--- src/rtl/rx_link_ctrl.sv ---
// rx_link_ctrl: receiver resync sequencing, link liveness timeout and 2-entry packet buffer with drop counting.
// Optional duplicate-packet filter enabled by defining RX_LINK_DUP_FILTER_EN.
module rx_link_ctrl #(
    parameter int PKT_W          = 162,
    parameter int TIMEOUT_CYCLES = 130_000_000,
    parameter int RESYNC_CYCLES  = 16,
    parameter int CNT_W          = 8
) (
    input  logic             clk_in,
    input  logic             rst_in,
    input  logic [PKT_W-1:0] pkt_in,
    input  logic             pkt_ready_in,
    output logic             rx_rst_out,
    output logic [PKT_W-1:0] pkt_out,
    output logic             pkt_valid_out,
    input  logic             pkt_ack_in,
    output logic             link_up_out,
    output logic [CNT_W-1:0] drop_count_out
);
    localparam int IW = TIMEOUT_CYCLES > 1 ? $clog2(TIMEOUT_CYCLES) : 1;
    localparam int RW = RESYNC_CYCLES > 1 ? $clog2(RESYNC_CYCLES) : 1;

    typedef enum logic [1:0] {RESYNC, WAIT_FIRST, UP} state_t;

    state_t           state, state_nxt;
    logic [RW-1:0]    rs_cnt;
    logic [IW-1:0]    idle_cnt, idle_eff;
    logic             strobe, fresh, timeout, rs_done, push, pop, drop;
    logic [PKT_W-1:0] mem [2];
    logic             wp, rp;
    logic [1:0]       occ;

    assign strobe   = pkt_ready_in && state != RESYNC;
    // a strobe in the timeout cycle clears the count before the compare, so it wins
    assign idle_eff = strobe ? '0 : idle_cnt;
    assign timeout  = idle_eff == IW'(TIMEOUT_CYCLES - 1);
    assign rs_done  = rs_cnt == RW'(RESYNC_CYCLES - 1);
    assign pop      = pkt_valid_out && pkt_ack_in;
    assign push     = fresh && (occ != 2'd2 || pop);
    assign drop     = fresh && occ == 2'd2 && !pop;

`ifdef RX_LINK_DUP_FILTER_EN
    logic [PKT_W-1:0] last_pkt;
    logic             last_vld;

    assign fresh = strobe && !(last_vld && pkt_in == last_pkt);

    always_ff @(posedge clk_in) begin
        if (rst_in || (state_nxt == RESYNC && state != RESYNC)) begin
            last_vld <= 1'b0;
            last_pkt <= '0;
        end else if (push) begin
            last_vld <= 1'b1;
            last_pkt <= pkt_in;
        end
    end
`else
    assign fresh = strobe;
`endif

    always_ff @(posedge clk_in) begin
        if (rst_in) state <= RESYNC;
        else        state <= state_nxt;
    end

    always_comb begin
        state_nxt = (state == RESYNC) ? (rs_done ? WAIT_FIRST : RESYNC) :
                    timeout ? RESYNC : strobe ? UP : state;
    end

    always_comb begin
        rx_rst_out    = state == RESYNC;
        link_up_out   = state == UP;
        pkt_valid_out = occ != 2'd0;
        pkt_out       = mem[rp];
    end

    always_ff @(posedge clk_in) begin
        if (rst_in) begin
            rs_cnt   <= '0;
            idle_cnt <= '0;
        end else begin
            rs_cnt   <= (state == RESYNC && !rs_done) ? rs_cnt + RW'(1) : '0;
            idle_cnt <= (state == RESYNC) ? '0 : timeout ? idle_eff : idle_eff + IW'(1);
        end
    end

    always_ff @(posedge clk_in) begin
        if (rst_in) begin
            mem[0]         <= '0;
            mem[1]         <= '0;
            wp             <= 1'b0;
            rp             <= 1'b0;
            occ            <= 2'd0;
            drop_count_out <= '0;
        end else begin
            if (push) mem[wp] <= pkt_in;
            wp             <= wp ^ push;
            rp             <= rp ^ pop;
            occ            <= occ + {1'b0, push} - {1'b0, pop};
            drop_count_out <= drop_count_out + CNT_W'(drop && !(&drop_count_out));
        end
    end
endmodule

--- config.mk ---
export PLATFORM = sky130hd
export DESIGN_NAME = rx_link_ctrl
export DESIGN_NICKNAME = d
export VERILOG_FILES = /design/src/rtl/rx_link_ctrl.sv
export SDC_FILE = /design/constraint.sdc
export NUM_CORES = 1
export LEC_CHECK = 0
export ABC_CLOCK_PERIOD_IN_PS = 12200
export CAP_MARGIN = 20
export CORE_UTILIZATION = 46
export CTS_BUF_LIST = sky130_fd_sc_hd__clkbuf_16
export CTS_CLUSTER_SIZE = 25
export DETAILED_ROUTE_END_ITERATION = 8
export GPL_ROUTABILITY_DRIVEN = 0
export GPL_TIMING_DRIVEN = 0
export PLACE_DENSITY = 0.81
export SLEW_MARGIN = 20
export SYNTH_ARGS = -nofsm -noshare
export SYNTH_HDL_FRONTEND = slang
export SYNTH_SLANG_ARGS = --single-unit
--- constraint.sdc ---
create_clock -name clk_in -period 12.2 [get_ports clk_in]
set_input_delay 3.66 -clock clk_in [delete_from_list [all_inputs] [get_ports clk_in]]
set_output_delay 3.66 -clock clk_in [all_outputs]
set_load 0.01 [all_outputs]
# Yosys cells after proc, flatten, opt, wreduce, memory -nomap -nowiden

Memory sizes are Yosys's and may differ from the RTL's. A register that Yosys moved wholly into a read port is not among the register bits.
Cells that the tools add are included.

Register bits: 45
Memory bits (writable): 324
Bits of input ports: 166
Output and inout port bits: 173
Word-level logic and storage cells: 55
Memories: 1

Memories:

| memory | depth | width | rd ports | clocked after memory_dff | write ports | line | text |
|---|---|---|---|---|---|---|---|
| mem    | 2     | 162   | 1        | 1                        | 2           | 29   | `logic [PKT_W-1:0] mem [2];` |

Add/sub/neg operators: 5
Equality and inequality tests: 5
Multiplexer cells: 15
Bitwise operators: 3
Reductions and logical operators: 19

Operators with widths:

| kind                    | count |
|---|---|
| $mux W162               | 1 |
| $reduce_or A162 Y1      | 1 |
| $mux W27                | 2 |
| $add A27 B1 Y27 const B | 1 |
| $eq A27 B27 Y1 const B  | 1 |
| $mux W1                 | 9 |
| $add A8 B1 Y8           | 1 |
| $reduce_and A8 Y1       | 1 |
| $logic_and A1 B1 Y1     | 7 |
| $mux W2                 | 3 |
| $add A4 B1 Y4 const B   | 1 |
| $eq A2 B2 Y1 const B    | 2 |
| $eq A4 B4 Y1 const B    | 1 |
| $reduce_bool A2 Y1      | 2 |
| $reduce_or A2 Y1        | 2 |
| $logic_not A1 Y1        | 3 |
| $reduce_bool A3 Y1      | 1 |
| $add A2 B1 Y2           | 1 |
| $logic_not A2 Y1        | 1 |
| $ne A2 B2 Y1 const B    | 1 |
| $sub A2 B1 Y2           | 1 |
| $xor A1 B1 Y1           | 2 |
| $logic_or A1 B1 Y1      | 1 |
| $not A1 Y1              | 1 |

# Logic depth before layout (Yosys ltp)

Depth after elaboration: 9
Gate-level depth with buffers: 10
Depth with buffers taken out: 9

# Worst setup path before layout

No wires, ideal clock.

Kind: input to register
Start: input port pkt_ready_in
End: memory mem[0][0], enable pin
Library setup time: 717 ps
Arrival: 11365 ps
Data required time: 11483 ps
Path slack: 118 ps
Cell stages on the path: 3
Path buffers: 0
Cell sequence: o21a_4 nand2_2 o21bai_1

RTL lines:

| what               | line | text |
|---|---|---|
| start: declaration | 12   | `input logic pkt_ready_in,` |
| end: declaration   | 29   |  |

==> results.json <==
{
  "timing.rr.end": "mem[1][157]$_SDFFCE_PN0P_",
  "worst_skew_pair.late_latency_ns": 0.52,
  "htreeDepth": 2,
  "first_pass_iters": 5,
  "hp-start": "rs_cnt[0]$_SDFF_PP0_",
  "wl_per_cell_um": 19.20,
  "finalWirelength_mm": 38.60,
  "synth_area_leaders": "edfxtp_1 61%, and2_1 13%, mux2_2 11%",
  "synth.cell_area_um2": 16070,
  "area_growth_pct": 34.11,
  "crit_path_end": "pkt_out[109]",
  "syn_avg_cell_area_um2": 14.21,
  "post-place-ws_ns": 4.863,
  "relSlewSlack_pct": 34.26,
  "cp-startpoint": "rp$_SDFF_PP0_",
  "internal_power_w": 0.002317,
  "cpMostUsedCell": "clkbuf_1",
  "ys_types": 48,
  "crit_chain": "clkbuf_1 > clkbuf_1 > clkbuf_1 > mux2_2 > clkdlybuf4s50_1",
  "synth_top_area_cell": "edfxtp_1",
  "cts_tree": "built",
  "ant_nets": 0,
  "fin_crit_ns": 7.052,
  "synth_edf_count": 324,
  "cap_violations": 0,
  "total_leakage_power_nw": 7.899,
  "vias_per_cell": 5.163,
  "vias": 10380,
  "r2r_start": "state[0]$_SDFFE_PP0P_",
  "synth_commonest_cells": "328 x and2_1, 324 x edfxtp_1, 162 x mux2_2, 56 x clkbuf_1, 45 x dfxtp_1",
  "drc": 0,
  "postLayoutCellArea_um2": 21550,
  "cellPowerDensity_nw_per_um2": 139.0,
  "synth_warnings": 0,
  "syn_inst": 1131,
  "fin_tns_setup_ns": 0,
  "start_util_pct": 46.63,
  "cp-start-kind": "flop",
  "cp_data_arrival_time_ns": 3.39,
  "p_seq_share_pct": 47.4,
  "cp_max_fo": 10,
  "portBuffers": 338,
  "hold_path.class": "reg2reg",
  "vdd.ir_drop.worst_v": 0.0001257,
  "post-dp-hpwl_mm": 27.23,
  "antenna_found_initial": 6,
  "run_status": "finished clean",
  "seq_area_um2": 10630,
  "finClkSkew_ns": 0.01384,
  "core_um2": 34460,
  "ios": 339,
  "worst_path_largest_cell_delay_ns": 0.57,
  "setup_ws_ns": 5.148,
  "yosysSeqAreaShare_pct": 66.16,
  "sw_frac_of_total_pct": 22.63,
  "hold_viol": 0,
  "crit_path_end_kind": "output pin",
  "ys_async_sr_fraction_pct": 0,
  "yosysMostFrequentCell": "and2_1",
  "synth_seq_cells": 369,
  "fin_nets": 1695,
  "yosys.area.top_type_share_pct": 60.56,
  "fin_crit_sh_pct": 57.80,
  "grt.total_usage_pct": 21.48,
  "r2r_slack_ns": 8.81,
  "required_ns": 8.54,
  "cts_resized": 0,
  "power.switching_w": 0.0006777,
  "cts_setup_buffers": 0,
  "die_area_um2": 35680,
  "drv_slew": 0,
  "grt_pass1_vias": 10680,
  "cts_buffer_depth": 3,
  "cts_num_sinks": 369,
  "setup-violations-final": 0,
  "p_comb_share_pct": 15.0,
  "fillers": 2590,
  "die_x_um": 188.9,
  "rr_worst_depth": 8,
  "drtIter0Drc": 679,
  "multiInputGateArea_um2": 5190,
  "rsz0062_at_grt": "no",
  "cts.clk_slew.worst_paths_ns": 0.06,
  "grt_pass1_wl_mm": 59.00,
  "drive_gt1_share_pct": 15.79,
  "tightest_slew_ns": 0.9818,
  "rows": 68,
  "die_h_um": 188.9,
  "grt_max_degree": 46,
  "cts_hold_buf": 0,
  "critPathKind": "reg2out",
  "syn-num-nets": 1303,
  "overflow": 0,
  "slowest_stage": "clkbuf_1",
  "clkPwrFrac_pct": 37.6,
  "synth_top_flop_cell": "edfxtp_1",
  "cts_root_buf": "clkbuf_16",
  "dpl_cell_area_um2": 20320,
  "fmax_mhz": 141.8,
  "cts_buffers": 40
}
[power by group through the flow]
stage / clock [W] / combinational (W) / sequential [W]
6_report: 0.00113 / 0.000449 / 0.00142
5_1_grt: 0.00120 / 0.000477 / 0.00142
4_1_cts: 0.00115 / 0.000454 / 0.00142
3_5_place_dp: 0 / 0.000451 / 0.00145
3_3_place_gp: 0 / 0.000437 / 0.00146
2_1_floorplan: 0 / 0.000199 / 0.00145
[layout by cell type (no fill, tap or decap), types with 5 or more instances in the layout]
master,netlist,final
ha_1,6,6
and3_1,5,5
xnor2_1,5,5
or4_1,5,5
nor2_1,22,22
nor3_1,6,6
and4_1,5,5
xor2_1,7,7
dfxtp_1,45,45
nor4_1,6,6
inv_1,4,17
mux2_2,162,162
clkinv_1,0,5
nand3_1,20,20
nand2_1,24,24
nand4_1,13,13
clkbuf_1,56,56
clkbuf_16,0,41
edfxtp_1,324,324
mux2i_1,10,10
clkdlybuf4s50_1,0,338
or3_1,14,14
buf_16,0,6
buf_12,0,6
o21ai_0,7,7
and2_1,328,328
a21oi_1,11,11
[sequential cells by signal (all words and copies together), names as in the netlist]
name and cells:
rs_cnt 4, idle_cnt 27, occ 2, state 2, mem 324, wp 1
rp 1, drop_count_out 8
[cell families after synthesis]
family	after synthesis	synth area share [%]
simple gates	467	17.57
flops	369	66.16
mux	172	11.98
buf+inv	66	1.620
compound gates	39	1.550
xor+xnor	12	0.6541
fa+ha+maj	6	0.4672
[stage by stage]
step | power, W | hold slack, ns | util (%) | cells
after floorplan | 0.001649 | 0.4176 | - | 1131
after global placement | 0.001894 | 0.4266 | 58.10 | 1924
after detailed placement | 0.001897 | 0.4339 | 58.97 | 1936
after CTS | 0.003024 | 0.4467 | 62.50 | 2007
after global routing | 0.003096 | 0.4895 | 62.52 | 2010
final | 0.002994 | 0.4427 | 62.53 | 2011
[cell type report]
type | count | share of cell area, %
Clock buffer | 41 | 4.762
Buffer | 62 | 1.138
Sequential cell | 369 | 49.34
Inverter | 4 | 0.06968
Antenna cell | 4 | 0.04645
Tap cell | 455 | 2.642
Multi-Input combinational cell | 696 | 24.09
Timing Repair Buffer | 350 | 17.03
Clock inverter | 30 | 0.8943
[per-layer routing]
metal | track usage [%] | routed length (um)
met5 | 0 | 10
met4 | 7.816 | 1258
met1 | 25.40 | 14970
met2 | 37.36 | 19320
met3 | 5.876 | 3037
[critical path, delay by kind of cell, from the launching register on]
family / cells / cell delay, ns
buf+inv: 4 / 2.16
mux: 1 / 0.41
flops: 1 / 0.31
[worst min-delay path by stage]
stage                      endpoint  slack, ns  cells after the start
6_report       rs_cnt[0]$_SDFF_PP0_       0.44                      1
5_1_grt        rs_cnt[0]$_SDFF_PP0_       0.49                      1
4_1_cts        rs_cnt[0]$_SDFF_PP0_       0.45                      1
3_5_place_dp   rs_cnt[0]$_SDFF_PP0_       0.43                      1
3_3_place_gp   rs_cnt[0]$_SDFF_PP0_       0.43                      1
2_1_floorplan  rs_cnt[0]$_SDFF_PP0_       0.42                      1
Power figures use the tool's default switching activity.
